--- config.mk ---
export PLATFORM = sky130hd
export DESIGN_NAME = wb_half_bridge
export DESIGN_NICKNAME = d
export VERILOG_FILES = /design/src/rtl/wb_half_bridge.sv
export SDC_FILE = /design/constraint.sdc
export NUM_CORES = 1
export LEC_CHECK = 0
export CAP_MARGIN = 0
export CORE_ASPECT_RATIO = 0.75
export CORE_UTILIZATION = 50
export CTS_BUF_LIST = sky130_fd_sc_hd__clkbuf_8
export CTS_CLUSTER_DIAMETER = 60
export CTS_CLUSTER_SIZE = 8
export DETAILED_ROUTE_END_ITERATION = 8
export GPL_ROUTABILITY_DRIVEN = 1
export PLACE_DENSITY = 0.83
export SYNTH_ARGS = -nofsm -noshare
export SYNTH_HDL_FRONTEND = slang
export SYNTH_SLANG_ARGS = --single-unit
--- constraint.sdc ---
create_clock -name wb_clk_i -period 2.95 [get_ports wb_clk_i]
set_input_delay 0.885 -clock wb_clk_i [delete_from_list [all_inputs] [get_ports wb_clk_i]]
set_output_delay 0.885 -clock wb_clk_i [all_outputs]
set_load 0.02 [all_outputs]
--- src/rtl/wb_half_bridge.sv ---
// Wishbone 32-bit slave window bridged onto a 16-bit internal bus.
// Each Wishbone access is split into at most two halfword transactions.
module wb_half_bridge #(
  parameter logic [31:0] BASE_ADDR = 32'h3000_0000,
  parameter logic [31:0] ADDR_MASK = 32'hFF00_0000,
  parameter int unsigned TIMEOUT   = 255
) (
  input  logic        wb_clk_i,
  input  logic        wb_rst_ni,
  input  logic        wbs_cyc_i,
  input  logic        wbs_stb_i,
  input  logic        wbs_we_i,
  input  logic [3:0]  wbs_sel_i,
  input  logic [31:0] wbs_adr_i,
  input  logic [31:0] wbs_dat_i,
  output logic        wbs_ack_o,
  output logic [31:0] wbs_dat_o,
  output logic        ib_req_o,
  output logic        ib_we_o,
  output logic [22:0] ib_adr_o,
  output logic [1:0]  ib_sel_o,
  output logic [15:0] ib_dat_o,
  input  logic [15:0] ib_dat_i,
  input  logic        ib_ack_i,
  input  logic        ib_err_i,
  output logic        err_o
);

  // state | meaning
  // IDLE  | waiting for a hit on the decoded window
  // LO    | low halfword transaction (adr bit0 = 0)
  // HI    | high halfword transaction (adr bit0 = 1)
  // DONE  | one-cycle Wishbone ack (suppressed if cyc dropped)
  typedef enum logic [1:0] {IDLE, LO, HI, DONE} state_t;

  localparam logic [7:0] WAIT_LOAD = 8'(TIMEOUT - 1);

  state_t      state, state_nxt;
  logic [21:0] adr_q, adr_nxt;
  logic [15:0] hi_dat_q, hi_dat_nxt;
  logic [1:0]  hi_sel_q, hi_sel_nxt;
  logic        we_q, we_nxt;
  logic        abort_q, abort_nxt;
  logic [7:0]  wait_left, wait_left_nxt;
  logic [31:0] rd_buf, rd_buf_nxt;
  logic        ack_nxt, req_nxt, ib_we_nxt, err_nxt;
  logic [22:0] ib_adr_nxt;
  logic [1:0]  ib_sel_nxt;
  logic [15:0] ib_dat_nxt;

  logic hit, expired, abort_now, fail;
  logic [15:0] half_data;

  assign hit       = wbs_cyc_i & wbs_stb_i &
                     ((wbs_adr_i & ADDR_MASK) == (BASE_ADDR & ADDR_MASK));
  assign expired   = ib_req_o & ~ib_ack_i & ~ib_err_i & (wait_left == 8'd0);
  assign abort_now = abort_q | ~wbs_cyc_i;
  // Error wins over a simultaneous ack; timeouts complete the same way.
  assign fail      = ib_req_o & (ib_err_i | expired);
  assign half_data = fail ? 16'hFFFF : ib_dat_i;

  assign wbs_dat_o = rd_buf;

  always_comb begin
    state_nxt     = state;
    adr_nxt       = adr_q;
    hi_dat_nxt    = hi_dat_q;
    hi_sel_nxt    = hi_sel_q;
    we_nxt        = we_q;
    abort_nxt     = abort_q;
    wait_left_nxt = wait_left;
    rd_buf_nxt    = rd_buf;
    ack_nxt       = 1'b0;
    req_nxt       = ib_req_o;
    ib_we_nxt     = ib_we_o;
    ib_adr_nxt    = ib_adr_o;
    ib_sel_nxt    = ib_sel_o;
    ib_dat_nxt    = ib_dat_o;
    err_nxt       = err_o;

    unique case (state)
      IDLE: begin
        abort_nxt = 1'b0;
        if (hit) begin
          adr_nxt       = wbs_adr_i[23:2];
          hi_dat_nxt    = wbs_dat_i[31:16];
          hi_sel_nxt    = wbs_sel_i[3:2];
          we_nxt        = wbs_we_i;
          rd_buf_nxt    = 32'h0;
          wait_left_nxt = WAIT_LOAD;
          ib_we_nxt     = wbs_we_i;
          if (wbs_sel_i[1:0] != 2'b00) begin
            state_nxt  = LO;
            ib_adr_nxt = {wbs_adr_i[23:2], 1'b0};
            ib_sel_nxt = wbs_sel_i[1:0];
            ib_dat_nxt = wbs_dat_i[15:0];
          end else if (wbs_sel_i[3:2] != 2'b00) begin
            state_nxt  = HI;
            ib_adr_nxt = {wbs_adr_i[23:2], 1'b1};
            ib_sel_nxt = wbs_sel_i[3:2];
            ib_dat_nxt = wbs_dat_i[31:16];
          end else begin
            state_nxt = DONE;
            ack_nxt   = 1'b1;
          end
        end
      end

      LO, HI: begin
        if (!wbs_cyc_i) abort_nxt = 1'b1;
        if (!ib_req_o) begin
          req_nxt = 1'b1;
        end else if (fail || ib_ack_i) begin
          req_nxt = 1'b0;
          if (fail) err_nxt = 1'b1;
          if (fail || !we_q) begin
            if (state == HI) rd_buf_nxt[31:16] = half_data;
            else             rd_buf_nxt[15:0]  = half_data;
          end
          if (!fail && state == LO && hi_sel_q != 2'b00 && !abort_now) begin
            state_nxt     = HI;
            wait_left_nxt = WAIT_LOAD;
            ib_adr_nxt    = {adr_q, 1'b1};
            ib_sel_nxt    = hi_sel_q;
            ib_dat_nxt    = hi_dat_q;
          end else begin
            state_nxt = DONE;
            ack_nxt   = ~abort_now;
          end
        end else begin
          wait_left_nxt = wait_left - 8'd1;
        end
      end

      DONE: state_nxt = IDLE;

      default: state_nxt = IDLE;
    endcase
  end

  always_ff @(posedge wb_clk_i) begin
    if (!wb_rst_ni) begin
      state     <= IDLE;
      adr_q     <= '0;
      hi_dat_q  <= '0;
      hi_sel_q  <= '0;
      we_q      <= 1'b0;
      abort_q   <= 1'b0;
      wait_left <= '0;
      rd_buf    <= '0;
      wbs_ack_o <= 1'b0;
      ib_req_o  <= 1'b0;
      ib_we_o   <= 1'b0;
      ib_adr_o  <= '0;
      ib_sel_o  <= '0;
      ib_dat_o  <= '0;
      err_o     <= 1'b0;
    end else begin
      state     <= state_nxt;
      adr_q     <= adr_nxt;
      hi_dat_q  <= hi_dat_nxt;
      hi_sel_q  <= hi_sel_nxt;
      we_q      <= we_nxt;
      abort_q   <= abort_nxt;
      wait_left <= wait_left_nxt;
      rd_buf    <= rd_buf_nxt;
      wbs_ack_o <= ack_nxt;
      ib_req_o  <= req_nxt;
      ib_we_o   <= ib_we_nxt;
      ib_adr_o  <= ib_adr_nxt;
      ib_sel_o  <= ib_sel_nxt;
      ib_dat_o  <= ib_dat_nxt;
      err_o     <= err_nxt;
    end
  end

endmodule

==> flow_summary_export.csv <==
group,metric,value,unit
placed_design,io_buffers,165,
logic_synthesis,async_reset_ff_frac,0,
layout,antenna_cells,0,
routing,vias_per_cell,5.65,
global_route,maximum_number_of_pins_on_one_net_before_global_route_repair,81,
sta,timing.max_slew.rel_slack,0.569,
clocking,number_of_buffers_inserted_for_hold_repair_after_clock_tree_synthesis,0,
layout,fillers,872,
logic_synthesis,synth.distinct_cells,47,
setup_path,arrival,3.03,ns
layout,stdcell_area,8350,µm²
routing,first_iter_violations,494,
sta,final.min_clock_period,2.70,ns
sta,share_of_the_clock_period_used_by_the_worst_path_after_layout,0.914,
global_route,antenna_found_initial,0,
logic_synthesis,synth_fp_nets,774,
flow_run,reported_max_cap_violation_count,0,
die,num_io_pins,168,
placed_design,place_area,7890,µm²
die,fp-row-count,34,
setup_path,crit_start,"wbs_cyc_i",
layout,drive_gt1_frac,0.0917,
logic_synthesis,synth.ff_latch_count,128,
layout,postLayoutCoreUtil,0.722,
logic_synthesis,post_synth.cell_area_avg,8.77,µm²
clocking,cts_repair_resize_count,0,
sta,hold_violation_total_from_the_final_report,0,
sta,rsz0062_at_grt,"false",
clocking,postCtsSetupRepairBufs,0,
layout,fin_cells,1013,
setup_path,worst_setup_path_endpoint,"ib_adr_o[12]",
routing,total_number_of_vias,5719,
setup_path,regToRegEndpoint,"ib_adr_o[4]",
routing,drcViolationCount,0,
placed_design,detailedPlacementHpwl,11500,µm
worst_hold_path,hold_path.class,"reg2reg",
status,run_status,"completed",
placed_design,gp_congestion,0.870,
die,fp.dieH,96.3,µm
layout,final_net_count,936,
power,cellLeakagePower,3.25,nW
sta,setup_viol_count_final,0,
logic_synthesis,yosys-mux-area-fraction,0.0928,
logic_synthesis,post_synth_and_or_nand_nor_area_fraction,0.194,
clocking,tritoncts_clock_tree,"built",
logic_synthesis,synth_adder_area_share,0.0148,
die,area_enclosed_by_the_die_boundary,12300,µm²
placed_design,placed_cell_count,981,
logic_synthesis,synth_compound_area_frac,0.219,
logic_synthesis,yosysWarnings,0,
sta,tightestPinTransition,0.647,ns
setup_path,timing.critical_path.fanout_max,42,
global_route,globalRoute.totalOverflow,0,
clocking,clk_transition_reported_paths,0.07,ns
routing,wl,17000,µm
global_route,globalRouteTotalUtil,0.280,
sta,final.setup.tns,0,ns
placed_design,pre_cts_worst_setup_slack,-0.496,ns
setup_path,criticalPathCategory,"in2reg",
clocking,cts_inserted_buffers,17,
power,design_power_total,5.26,mW
sta,clock-skew-final,0.0137,ns
layout,area_growth_synth_to_finish,40.8,%
clocking,cts-root-to-sink-buffers,2,
sta,postLayoutSetupSlackWorst,0.255,ns
sta,achievable-frequency,371,MHz
clocking,worst_skew_pair.late_latency,0.44,ns
logic_synthesis,synthesis.area,5930,µm²
logic_synthesis,ys.flop_type,"sky130_fd_sc_hd__dfxtp_1",
die,die_w,128,µm
logic_synthesis,largest_family_of_logic_cells_by_synthesized_area,"compound AO/OA/AOI/OAI gates",
global_route,first_global_vias,5474,
setup_path,startpoint_type,"input port",
logic_synthesis,yosysSeqAreaShare,0.432,
setup_path,critical_path.reg2reg.startpoint,"state[1]",
die,placeableCoreArea,11600,µm²
die,initial_utilization,0.513,
power,peakVddDrop,0.000315,V
logic_synthesis,synth-edff-count,0,
sta,final_max_slew_viol_count,0,
routing,firstDrtPassIters,5,
setup_path,end_kind,"flop",
logic_synthesis,synthXorXnorAreaFrac,0,
setup_path,ff2ff_setup_slack,0.33,ns
routing,post_detailed_route_wirelength_per_cell,16.8,µm
clocking,tritoncts_num_sinks,128,
setup_path,critical_path_rt,3.28,ns
clocking,h-tree-depth,4,
routing,route.antenna.remaining_nets,0,
global_route,grt_pass1_wl,26900,µm
clocking,ctsRootBufferMaster,"sky130_fd_sc_hd__clkbuf_8",
sta,fin_worst_hold_slack,0.457,ns
logic_synthesis,count_of_mapped_cells_out_of_synthesis,676,
power,power_density,630,nW/µm²
setup_path,reg2regPathDepth,10,
worst min path at each step:
stage             startpoint       endpoint  slack, ns  depth (start not counted)
2_1_floorplan   hi_dat_q[10]   hi_dat_q[10]       0.44                          2
4_1_cts         hi_dat_q[10]   hi_dat_q[10]       0.46                          2
6_report        hi_dat_q[10]   hi_dat_q[10]       0.46                          2
3_3_place_gp   wbs_dat_o[15]  wbs_dat_o[15]       0.44                          2
5_1_grt          hi_dat_q[3]    hi_dat_q[3]       0.47                          2
3_5_place_dp    wbs_dat_o[9]   wbs_dat_o[9]       0.45                          2
cells in the mapped netlist (all sizes together), types with 3 or more instances:
cell type / number / area share
nor3b: 3 / 0.0038
o31ai: 4 / 0.0074
nor3: 3 / 0.0025
nor2b: 18 / 0.019
nand4: 3 / 0.0032
a21boi: 42 / 0.053
o21ai: 42 / 0.035
a211oi: 17 / 0.022
or4: 18 / 0.023
nand3: 28 / 0.024
clkbuf: 48 / 0.030
nor2: 12 / 0.0076
mux2i: 55 / 0.093
a31oi: 4 / 0.0042
ha: 7 / 0.015
buf: 8 / 0.0099
inv: 11 / 0.0070
dfxtp: 128 / 0.43
o21a: 5 / 0.0063
o211a: 25 / 0.042
o211ai: 17 / 0.022
nand2: 146 / 0.092
a21oi: 8 / 0.0068
cell families (layout without fill, tap and decap cells):
group                      count (synthesis)  after routing
and+or+nand+nor                          244            244
AOI/OAI and AO/OA                        175            175
DFF                                      128            128
buffers and inverters                     67            242
muxes                                     55             55
adders and majority gates                  7              7
cell type report:
class / count / area (µm²) / area share
Timing Repair Buffer: 199 / 1980 / 0.237
Clock inverter: 14 / 213 / 0.0255
Sequential cell: 128 / 2560 / 0.307
Tap cell: 162 / 203 / 0.0243
Multi-Input combinational cell: 481 / 3110 / 0.372
Clock buffer: 18 / 248 / 0.0297
Inverter: 11 / 41.3 / 0.00494
state kept, by name (all words and copies together), names as in the netlist, 2 cells and up:
name,flops
adr_q,22
ib_sel_o,2
ib_dat_o,16
wbs_dat_o,32
state,2
ib_adr_o,23
wait_left,8
hi_dat_q,16
hi_sel_q,2
power breakdown:
part,switching [mW],internal [mW]
registers,0.0862,1.83
logic,0.891,0.704
clock network,0.725,1.03
total,1.70,3.56
critical path, stage by stage:
cell and delay (ns):
sky130_fd_sc_hd__clkdlybuf4s50_1 0.48, sky130_fd_sc_hd__and4bb_2 0.28, sky130_fd_sc_hd__and4_1 0.25, sky130_fd_sc_hd__buf_4 0.44, sky130_fd_sc_hd__a21o_1 0.24, sky130_fd_sc_hd__buf_12 0.18
sky130_fd_sc_hd__nand3_1 0.09, sky130_fd_sc_hd__o211a_1 0.17
metal layers:
| layer | share of wire | routed length [µm] | vias up | GRT usage |
|---|---|---|---|---|
| met5 | 0 | 0 | - | 0 |
| met4 | 0.013 | 214 | 0 | 0.0902 |
| met3 | 0.070 | 1190 | 22 | 0.0739 |
| met2 | 0.47 | 8010 | 225 | 0.465 |
| met1 | 0.45 | 7560 | 2742 | 0.358 |
| li1 | - | - | 2730 | - |
placed cells by master, fill, tap and decap left out, drive strengths merged, types with 4 or more instances in the layout:
cell and count:
o211a 25, mux2i 55, a21oi 8, a21boi 42, o31ai 4, dfxtp 128, inv 15, o21ai 42
clkbuf 18, nand3 28, or4 18, o211ai 17, clkdlybuf4s50 164, buf 35, bufinv 5, nor2 12
o21a 5, a211oi 17, ha 7, nand2 146, nor2b 18, a31oi 4
Power figures use the tool's default switching activity.
